===== src/rtl/mtm_alu_core_arbiter.sv =====
// Round-robin arbiter sharing one mtm_Alu core and serializer between two requesters.
// Latches the winner's operands, pulses the serializer start and waits for the frame to finish.
module mtm_alu_core_arbiter #(
  parameter int unsigned DATA_W      = 32,
  parameter int unsigned OP_W        = 3,
  parameter int unsigned ACK_TIMEOUT = 15
) (
  input  logic              clk,
  input  logic              rst_n,
  input  logic              req0_valid,
  output logic              req0_ready,
  input  logic [DATA_W-1:0] req0_A,
  input  logic [DATA_W-1:0] req0_B,
  input  logic [OP_W-1:0]   req0_op,
  input  logic              req1_valid,
  output logic              req1_ready,
  input  logic [DATA_W-1:0] req1_A,
  input  logic [DATA_W-1:0] req1_B,
  input  logic [OP_W-1:0]   req1_op,
  output logic [DATA_W-1:0] core_A,
  output logic [DATA_W-1:0] core_B,
  output logic [OP_W-1:0]   core_op,
  output logic              ser_start,
  input  logic              ser_busy,
  output logic              gnt_id,
  output logic              busy,
  output logic              err_timeout
);

  localparam int unsigned CNT_W = 8;

  typedef enum logic [2:0] {
    S_IDLE,
    S_EXEC,
    S_START,
    S_WAIT_ACK,
    S_WAIT_DONE
  } state_e;

  state_e              state_q, state_d;
  logic [DATA_W-1:0]   core_a_q, core_a_d;
  logic [DATA_W-1:0]   core_b_q, core_b_d;
  logic [OP_W-1:0]     core_op_q, core_op_d;
  logic                ser_start_q, ser_start_d;
  logic                gnt_q, gnt_d;
  logic                last_gnt_q, last_gnt_d;
  logic                busy_q, busy_d;
  logic                err_q, err_d;
  logic [CNT_W-1:0]    cnt_q, cnt_d;
  logic                win_c;
  logic                ready0_c;
  logic                ready1_c;

  // On a tie the requester that did not win last time gets the grant.
  assign win_c = (req0_valid && req1_valid) ? ~last_gnt_q : req1_valid;

  always_comb begin
    state_d     = state_q;
    core_a_d    = core_a_q;
    core_b_d    = core_b_q;
    core_op_d   = core_op_q;
    ser_start_d = 1'b0;
    gnt_d       = gnt_q;
    last_gnt_d  = last_gnt_q;
    err_d       = 1'b0;
    cnt_d       = cnt_q;
    ready0_c    = 1'b0;
    ready1_c    = 1'b0;
    case (state_q)
      S_IDLE: begin
        if (!ser_busy && (req0_valid || req1_valid)) begin
          ready0_c   = ~win_c;
          ready1_c   = win_c;
          core_a_d   = win_c ? req1_A  : req0_A;
          core_b_d   = win_c ? req1_B  : req0_B;
          core_op_d  = win_c ? req1_op : req0_op;
          gnt_d      = win_c;
          last_gnt_d = win_c;
          state_d    = S_EXEC;
        end
      end
      S_EXEC: begin
        ser_start_d = 1'b1;
        state_d     = S_START;
      end
      S_START: begin
        cnt_d   = '0;
        state_d = S_WAIT_ACK;
      end
      S_WAIT_ACK: begin
        if (ser_busy) begin
          state_d = S_WAIT_DONE;
        end else begin
          cnt_d = cnt_q + CNT_W'(1);
          if (cnt_q + CNT_W'(1) == CNT_W'(ACK_TIMEOUT)) begin
            err_d   = 1'b1;
            state_d = S_IDLE;
          end
        end
      end
      S_WAIT_DONE: begin
        if (!ser_busy) state_d = S_IDLE;
      end
      default: state_d = S_IDLE;
    endcase
    busy_d = (state_d != S_IDLE);
  end

  always_ff @(posedge clk or negedge rst_n) begin
    if (!rst_n) begin
      state_q     <= S_IDLE;
      core_a_q    <= '0;
      core_b_q    <= '0;
      core_op_q   <= '0;
      ser_start_q <= 1'b0;
      gnt_q       <= 1'b0;
      last_gnt_q  <= 1'b1;
      busy_q      <= 1'b0;
      err_q       <= 1'b0;
      cnt_q       <= '0;
    end else begin
      state_q     <= state_d;
      core_a_q    <= core_a_d;
      core_b_q    <= core_b_d;
      core_op_q   <= core_op_d;
      ser_start_q <= ser_start_d;
      gnt_q       <= gnt_d;
      last_gnt_q  <= last_gnt_d;
      busy_q      <= busy_d;
      err_q       <= err_d;
      cnt_q       <= cnt_d;
    end
  end

  assign req0_ready  = rst_n & ready0_c;
  assign req1_ready  = rst_n & ready1_c;
  assign core_A      = core_a_q;
  assign core_B      = core_b_q;
  assign core_op     = core_op_q;
  assign ser_start   = ser_start_q;
  assign gnt_id      = gnt_q;
  assign busy        = busy_q;
  assign err_timeout = err_q;

endmodule

===== config.mk =====
export PLATFORM = sky130hd
export DESIGN_NAME = mtm_alu_core_arbiter
export DESIGN_NICKNAME = d
export VERILOG_FILES = /design/src/rtl/mtm_alu_core_arbiter.sv
export SDC_FILE = /design/constraint.sdc
export NUM_CORES = 1
export LEC_CHECK = 0
export CORE_ASPECT_RATIO = 0.75
export CORE_MARGIN = 1
export CORE_UTILIZATION = 35
export CTS_BUF_LIST = sky130_fd_sc_hd__clkbuf_16
export DETAILED_ROUTE_END_ITERATION = 12
export GPL_TIMING_DRIVEN = 0
export HOLD_SLACK_MARGIN = 0.1
export PLACE_DENSITY = 0.75
export SLEW_MARGIN = 15
export SYNTH_ARGS = -nofsm -noshare
export SYNTH_HDL_FRONTEND = slang
export SYNTH_SLANG_ARGS = --single-unit

===== constraint.sdc =====
create_clock -name clk -period 3.6 [get_ports clk]
set_input_delay 0.54 -clock clk [delete_from_list [all_inputs] [get_ports clk]]
set_output_delay 0.54 -clock clk [all_outputs]
set_load 0.05 [all_outputs]

==> flow_metrics.env, run 1 <==
export IMPL_ctsRootBufferMaster="clkbuf_16"
export IMPL_critPathSlowestCell="clkdlybuf4s50_1"
export IMPL_synth_top_cell_area_share=0.562
export IMPL_vias=3636
export IMPL_hold_violations=0
export IMPL_worstSetupEndpointType="primary output"
export IMPL_diodes=0
export IMPL_grt_setup_unrepaired="no"
export IMPL_floorplan_initialDensity=0.369
export IMPL_routedWlPerCell_um=16.8
export IMPL_io_pins=212
export IMPL_period_share=0.935
export IMPL_synth_top_family_by_area="compound AO/OA/AOI/OAI gates"
export IMPL_cts_buffer_depth=2
export IMPL_synth_nets=467
export IMPL_grt_pass1_wl_um=17900
export IMPL_core_area_um2=9890
export IMPL_vdd_drop_max_uv=459
export IMPL_die_area_um2=10800
export IMPL_cellPowerDensity_nw_per_um2=870
export IMPL_synth_seq_area_share=0.569
export IMPL_final_layout_size_suffix_gt1_frac=0.0707
export IMPL_synth_largest_area_cell="dfrtp_1"
export IMPL_fmax_mhz=297
export IMPL_crit_top_cell="buf_6"
export IMPL_slew_viol_final=0
export IMPL_p_total_mw=5.44
export IMPL_drc=0
export IMPL_ctsResizeCount=0
export IMPL_die_w_um=120
export IMPL_ctsHtreeMaxLevel=3
export IMPL_mostFrequentLayoutCells="clkdlybuf4s50_1, dfrtp_1, inv_1"
export IMPL_synth_adder_area_share=0.00685
export IMPL_crit_chain="nor4_2, and3_1, buf_2, buf_6, buf_6, and2_1, clkdlybuf4s50_1"
export IMPL_areaGrowthSynthToFinish_pct=71.2
export IMPL_wl_um=11500
export IMPL_final_common_cell="clkdlybuf4s50_1"
export IMPL_cp_max_fo=10
export IMPL_die_h_um=90.5
export IMPL_io_buffer_count=210
export IMPL_cts_sinks=83
export IMPL_finalCriticalPeriod_ns=3.37
export IMPL_insertion_delay_ns=0.33
export IMPL_min_path_type="in2async"
export IMPL_gp_congestion=0.835
export IMPL_hold_slack_ns=0.120
export IMPL_fin_skew_ns=0.00572
export IMPL_avgSynthCellArea_um2=11.2
export IMPL_synth_compound_area_frac=0.245
export IMPL_grt_max_degree=60
export IMPL_synthSimpleGateAreaFrac=0.0631
export IMPL_hpwl_um=8690
export IMPL_drt_pass1_iter_count=9
export IMPL_worstSetupPathType="reg2out"
export IMPL_clk_pin_slew_ns=0.06
export IMPL_worstSetupStartpointType="flip-flop"
export IMPL_antenna_found_initial=0
export IMPL_netlist_instances=326
export IMPL_cts_setup_buffers=0
export IMPL_placed_area_um2=5940
export IMPL_ys_top_cells_by_area="dfrtp_1, a222oi_1, inv_1"
export IMPL_slew_headroom=0.571
export IMPL_fin_area_um2=6250
export IMPL_avgViaCountPerCell=5.32
export IMPL_slowest_delay_ns=0.81
export IMPL_drt_iter0_drc=394
export IMPL_worstPathArrival_ns=2.83
export IMPL_required_ns=3.06
export IMPL_grt_ovfl_total=0
export IMPL_synth_xor_area_frac=0
export IMPL_ys_seq_elements=83
export IMPL_synthMuxAreaShare=0
export IMPL_nets=689
export IMPL_setup_viol=0
export IMPL_cts_tree="done"
export IMPL_synthesis_area_um2=3650
export IMPL_dpl_cell_count=669
export IMPL_ctsHoldBuffers=0
export IMPL_fin_cells=684
export IMPL_yosysWarnings=0
export IMPL_p_leak_nw=2.97
export IMPL_cap_viol_max_count=0
export IMPL_cts_buffers=9
export IMPL_netlist_cell_type_count=35
export IMPL_grt_pass1_vias=3720
export IMPL_grt_use_total=0.211
export IMPL_ant_nets=0
export IMPL_worstMarginPinSlew_ns=0.639
export IMPL_status="complete, no violations"
export IMPL_rows=31
==> final timing paths <==
| path | from | endpoint | slack, ns | depth (start not counted) |
|---|---|---|---|---|
| worst max-delay path | state_q[1] | req0_ready | 0.23 | 7 |
| worst min-delay path | rst_n | state_q[1] | 0.12 | 1 |
| worst max register to register | state_q[1] | core_A[4] | 1.63 | 6 |
| worst min register to register | gnt_id | gnt_id | 0.48 | 1 |
| max in group asynchronous | rst_n | last_gnt_q | 2.86 | 2 |
| min in group clk | gnt_id | gnt_id | 0.48 | 1 |
==> sequential cells by signal (all words and copies together) (netlist names) <==
name,count
ser_start,1
core_B,32
state_q,3
core_A,32
err_timeout,1
cnt_q,8
gnt_id,1
busy,1
core_op,3
last_gnt_q,1
==> power by group <==
part | total, mW | switching, mW | leakage [nW] | internal (mW)
clock network | 0.946 | 0.348 | 0.149 | 0.598
registers | 1.55 | 0.237 | 1.05 | 1.32
logic | 2.94 | 1.84 | 1.77 | 1.09
total | 5.44 | 2.43 | 2.97 | 3.01
==> cells by family (layout without fill, tap and decap cells) <==
family | Yosys count | after routing
AO/OA/AOI/OAI | 101 | 101
buffers and inverters | 98 | 324
flip-flops | 83 | 83
AND/OR/NAND/NOR | 42 | 42
adder cells (fa/ha/maj) | 2 | 2
==> layout make-up <==
type	instances	area (um2)
fillers	817	3640
repair buffers	211	2130
flip-flops and latches	83	2080
multi-input cells	145	1150
inverters	69	259
clock buffers	9	225
plain buffers	29	165
well taps	132	165
clock inverters	6	81.3
==> critical path, delay by kind of cell (launching register included) <==
family / cells / cell delay, ns
flip-flops: 1 / 0.47
AND/OR/NAND/NOR: 3 / 0.73
buffers and inverters: 4 / 1.31
==> synthesized netlist by cell type <==
cell and instances:
dfrtp_1 82, inv_1 69, a222oi_1 67, buf_2 15
o21ai_0 13, nor2_1 11, nand2_1 9, clkbuf_1 8
and3_1 6, a21oi_1 5, buf_6 5, and2_1 4
a21o_1 3, nand2b_1 3, o41ai_1 3, ha_1 2
o211a_1 2, o31ai_1 2, a221oi_1 1, a311oi_1 1
a31oi_1 1, a41oi_1 1, buf_1 1, dfstp_2 1
nand3_1 1, nand4_1 1, nand4bb_1 1, nor3_1 1
nor3b_1 1, nor4_1 1, nor4_2 1, nor4b_1 1
o211ai_1 1, o21ai_2 1, or4bb_1 1
==> metrics by stage <==
stage / utilization / setup WS, ns / setup TNS [ns]
after CTS: 0.632 / 0.00848 / 0
after floorplan: - / 1.17 / 0
after global placement: 0.598 / -1.94 / -88.88
after detailed placement: 0.601 / 0.190 / 0
final: 0.632 / 0.234 / 0
after global routing: 0.632 / 0.0912 / 0
==> metal layers <==
metal	vias to the layer above	track usage	wire length (um)
li1	1686	-	-
met1	1760	0.260	4890
met2	174	0.350	5530
met3	16	0.0625	836
met4	0	0.0771	218
met5	-	0	0
No activity file was read; power rests on OpenSTA's default activity.
==> run 2, diff against run 1 <==
--- a/config.mk
+++ b/config.mk
@@ -12,7 +12,7 @@
 export DETAILED_ROUTE_END_ITERATION = 12
 export GPL_TIMING_DRIVEN = 0
 export HOLD_SLACK_MARGIN = 0.1
-export PLACE_DENSITY = 0.75
+export PLACE_DENSITY_LB_ADDON = 0.2
 export SLEW_MARGIN = 15
 export SYNTH_ARGS = -nofsm -noshare
 export SYNTH_HDL_FRONTEND = slang
==> flow_metrics.env, run 2 (synthesized netlist as in run 1, its figures left out) <==
export IMPL_dpl_cell_count=669
export IMPL_period_share=0.931
export IMPL_vias=3646
export IMPL_antenna_found_initial=0
export IMPL_slew_headroom=0.569
export IMPL_routedWlPerCell_um=17.0
export IMPL_setup_tns_final_ns=0
export IMPL_cap_viol_max_count=0
export IMPL_fin_skew_ns=0.00466
export IMPL_placed_area_um2=5940
export IMPL_p_leak_nw=2.96
export IMPL_rows=31
export IMPL_slew_viol_final=0
export IMPL_avgViaCountPerCell=5.32
export IMPL_hpwl_um=8810
export IMPL_final_common_cell="clkdlybuf4s50_1"
export IMPL_worstSetupPathType="reg2out"
export IMPL_fin_cells=685
export IMPL_io_buffer_count=210
export IMPL_die_area_um2=10800
export IMPL_areaGrowthSynthToFinish_pct=70.7
export IMPL_diodes=0
export IMPL_worstPathArrival_ns=2.81
export IMPL_die_h_um=90.5
export IMPL_worstSetupStartpointType="flip-flop"
export IMPL_ctsHoldBuffers=0
export IMPL_cts_tree="done"
export IMPL_drt_iter0_drc=438
export IMPL_hold_slack_ns=0.168
export IMPL_drt_pass1_iter_count=9
export IMPL_io_pins=212
export IMPL_setup_viol=0
export IMPL_vdd_drop_max_uv=444
export IMPL_clk_pin_slew_ns=0.06
export IMPL_cp_max_fo=10
export IMPL_final_layout_size_suffix_gt1_frac=0.0705
export IMPL_ant_nets=0
export IMPL_wl_um=11700
export IMPL_grt_ovfl_total=0
export IMPL_grt_max_degree=51
export IMPL_core_area_um2=9890
export IMPL_required_ns=3.06
export IMPL_gp_congestion=0.823
export IMPL_cts_buffer_depth=2
export IMPL_nets=689
export IMPL_fmax_mhz=298
export IMPL_worstMarginPinSlew_ns=0.642
export IMPL_cts_sinks=83
export IMPL_mostFrequentLayoutCells="clkdlybuf4s50_1, dfrtp_1, inv_1"
export IMPL_cellPowerDensity_nw_per_um2=861
export IMPL_grt_setup_unrepaired="no"
export IMPL_cts_buffers=9
export IMPL_drc=0
export IMPL_fillers=808
export IMPL_status="complete, no violations"
export IMPL_worstSetupEndpointType="primary output"
export IMPL_finalCriticalPeriod_ns=3.35
export IMPL_floorplan_initialDensity=0.369
export IMPL_min_path_type="in2async"
export IMPL_grt_pass1_vias=3563
export IMPL_die_w_um=120
export IMPL_insertion_delay_ns=0.33
export IMPL_ctsHtreeMaxLevel=3
export IMPL_hold_violations=0
export IMPL_ctsRootBufferMaster="clkbuf_16"
export IMPL_grt_pass1_wl_um=18000
export IMPL_grt_use_total=0.213
export IMPL_fin_area_um2=6230
==> run 2: cell count changes in the layout (fill, tap and decap cells not counted), sizes merged <==
cell / before / now
clkinv: 3 / 4
bufinv: 2 / 1
inv: 69 / 70
==> run 2: metal layers <==
metal | vias to the layer above | share of wire | global-route usage
li1 | 1685 | - | -
met1 | 1743 | 0.42 | 0.268
met2 | 204 | 0.46 | 0.345
met3 | 14 | 0.10 | 0.0751
met4 | 0 | 0.014 | 0.0594
met5 | - | 0 | 0
==> run 2: worst paths after layout <==
path	cells past startpoint	startpoint	to	slack (ns)
worst max register to register	6	state_q[1]	core_B[6]	1.63
worst max-delay path	7	state_q[1]	req0_ready	0.25
worst min register to register	1	gnt_id	gnt_id	0.48
worst min-delay path	1	rst_n	core_A[16]	0.17
max in group asynchronous	2	rst_n	last_gnt_q	2.78
min in group clk	1	gnt_id	gnt_id	0.48
==> run 2: timing repair <==
| item | 4_1_cts | 5_1_grt |
|---|---|---|
| endpoints found under the setup margin | 0 | 1 |
| setup buffers | 0 | 0 |
| resized for setup | 0 | 1 |
==> run 2: cell type report <==
class	instances	area, um2	area share
plain buffers	29	165	0.0265
clock buffers	9	225	0.0361
clock inverters	7	60.1	0.00964
inverters	69	259	0.0416
multi-input cells	145	1150	0.184
flip-flops and latches	83	2080	0.334
well taps	132	165	0.0265
repair buffers	211	2130	0.342
==> run 2: critical path, cell delays in order (launching register included) <==
cell,delay [ns]
dfrtp_1,0.47
nor4_2,0.38
and3_1,0.20
buf_2,0.18
buf_6,0.17
buf_6,0.15
and2_1,0.13
clkdlybuf4s50_1,0.81
==> run 2: metrics by stage <==
| stage | power [mW] | util | setup WS (ns) |
|---|---|---|---|
| after CTS | 5.40 | 0.630 | 0.0634 |
| after global placement | 4.45 | 0.598 | -1.99 |
| after global routing | 5.63 | 0.630 | 0.171 |
| final | 5.36 | 0.630 | 0.247 |
| after detailed placement | 4.51 | 0.601 | 0.196 |
| after floorplan | 3.42 | - | 1.17 |
==> run 2: power breakdown <==
group          switching, mW  leakage (nW)  total (mW)  internal (mW)
logic                   1.85          1.77        2.94           1.09
registers              0.229          1.05        1.55           1.32
clock network          0.351         0.144       0.879          0.528
total                   2.43          2.96        5.36           2.94
==> run 3, diff against run 2 <==
--- a/config.mk
+++ b/config.mk
@@ -12,6 +12,7 @@
 export DETAILED_ROUTE_END_ITERATION = 12
 export GPL_TIMING_DRIVEN = 0
 export HOLD_SLACK_MARGIN = 0.1
+export MAX_ROUTING_LAYER = met4
 export PLACE_DENSITY_LB_ADDON = 0.2
 export SLEW_MARGIN = 15
 export SYNTH_ARGS = -nofsm -noshare
==> flow_metrics.env, run 3 (synthesized netlist as in run 1, its figures left out) <==
export IMPL_cts_buffers=9
export IMPL_cellPowerDensity_nw_per_um2=861
export IMPL_io_pins=212
export IMPL_vias=3618
export IMPL_insertion_delay_ns=0.33
export IMPL_cts_tree="done"
export IMPL_drt_iter0_drc=421
export IMPL_core_area_um2=9890
export IMPL_die_area_um2=10800
export IMPL_r2r_start="state_q[1]"
export IMPL_required_ns=3.06
export IMPL_fillers=808
export IMPL_hpwl_um=8810
export IMPL_avgViaCountPerCell=5.28
export IMPL_fmax_mhz=299
export IMPL_crit_top_cell="buf_6"
export IMPL_cap_viol_max_count=0
export IMPL_dpl_cell_count=669
export IMPL_grt_pass1_wl_um=18000
export IMPL_slew_headroom=0.574
export IMPL_floorplan_initialDensity=0.369
export IMPL_grt_ovfl_total=0
export IMPL_cp_max_fo=10
export IMPL_crit_chain="nor4_2, and3_1, buf_2, buf_6, buf_6, and2_1, clkdlybuf4s50_1"
export IMPL_slowest_delay_ns=0.81
export IMPL_p_leak_nw=2.96
export IMPL_ff2ff_path_depth=6
export IMPL_fin_cells=685
export IMPL_p_total_mw=5.37
export IMPL_mostFrequentLayoutCells="clkdlybuf4s50_1, dfrtp_1, inv_1"
export IMPL_r2r_slack_ns=1.63
export IMPL_die_h_um=90.5
export IMPL_die_w_um=120
export IMPL_ctsHtreeMaxLevel=3
export IMPL_io_buffer_count=210
export IMPL_worstSetupPathType="reg2out"
export IMPL_final_core_util=0.630
export IMPL_setup_viol=0
export IMPL_setup_ws_ns=0.252
export IMPL_critPathSlowestCell="clkdlybuf4s50_1"
export IMPL_preCtsSetupSlack_ns=0.196
export IMPL_areaGrowthSynthToFinish_pct=70.7
export IMPL_final_layout_size_suffix_gt1_frac=0.0705
export IMPL_cts_buffer_depth=2
export IMPL_hold_violations=0
export IMPL_cts_sinks=83
export IMPL_grt_max_degree=51
export IMPL_min_path_type="in2async"
export IMPL_wl_um=11600
export IMPL_grt_setup_unrepaired="no"
export IMPL_reg2reg_to="core_B[6]"
export IMPL_clk_pin_slew_ns=0.06
export IMPL_worstMarginPinSlew_ns=0.634
export IMPL_worstPathArrival_ns=2.81
export IMPL_drc=0
export IMPL_gp_congestion=0.836
export IMPL_ctsRootBufferMaster="clkbuf_16"
export IMPL_worstSetupEndpointType="primary output"
export IMPL_nets=689
export IMPL_worstSetupStartpointType="flip-flop"
export IMPL_vdd_drop_max_uv=445
export IMPL_period_share=0.930
export IMPL_ant_nets=0
export IMPL_drt_pass1_iter_count=6
export IMPL_rows=31
export IMPL_hold_slack_ns=0.166
export IMPL_fin_area_um2=6230
export IMPL_antenna_found_initial=0
export IMPL_status="complete, no violations"
export IMPL_diodes=0
export IMPL_grt_pass1_vias=3572
export IMPL_setup_tns_final_ns=0
export IMPL_slew_viol_final=0
export IMPL_final_common_cell="clkdlybuf4s50_1"
export IMPL_grt_use_total=0.219
export IMPL_routedWlPerCell_um=17.0
export IMPL_finalCriticalPeriod_ns=3.35
export IMPL_fin_skew_ns=0.00436
export IMPL_placed_area_um2=5940
-- run 3: cell counts in the layout (fill, tap and decap cells not counted) --
No cell type changed its count.
-- run 3: metal layers --
metal	track usage	vias up	wire length (um)
met2	0.346	193	5360
met1	0.270	1727	5010
met4	0.0594	0	167
li1	-	1684	-
met3	0.0713	14	1090
met5	-	-	0
-- run 3: how the worst max path moves through the flow --
stage                     slack (ns)          to       start  cells after the start
after detailed placement        0.20  req1_ready  req1_valid                      6
after global placement         -1.99  req1_ready       rst_n                      3
after floorplan                 1.17  req1_ready    ser_busy                      6
final                           0.25  req0_ready  state_q[1]                      7
after CTS                       0.06  req1_ready  state_q[1]                      6
after global routing            0.17  req0_ready  state_q[1]                      7
-- run 3: area by class of cell --
type,count,area [um2],share of cell area
clock inverter,7,60.1,0.00964
inverter,69,259,0.0416
multi-input combinational,145,1150,0.184
timing repair buffer,211,2130,0.342
tap,132,165,0.0265
sequential,83,2080,0.334
clock buffer,9,225,0.0361
buffer,29,165,0.0265
-- run 3: worst max-delay path: cells and delay by family (launching register included) --
family                 cells  cell delay (ns)
DFF                        1             0.47
and+or+nand+nor            3             0.71
buffers and inverters      4             1.31
-- run 3: repair_timing --
item | CTS | global route
setup buffers | 0 | 0
setup endpoints to repair | 0 | 1
hold buffers | 0 | 0
resized for setup | 0 | 1
-- run 3: where the power goes --
group          switching, mW  total, mW  internal, mW
clock network          0.350      0.878         0.528
logic                   1.85       2.94          1.09
registers              0.230       1.55          1.32
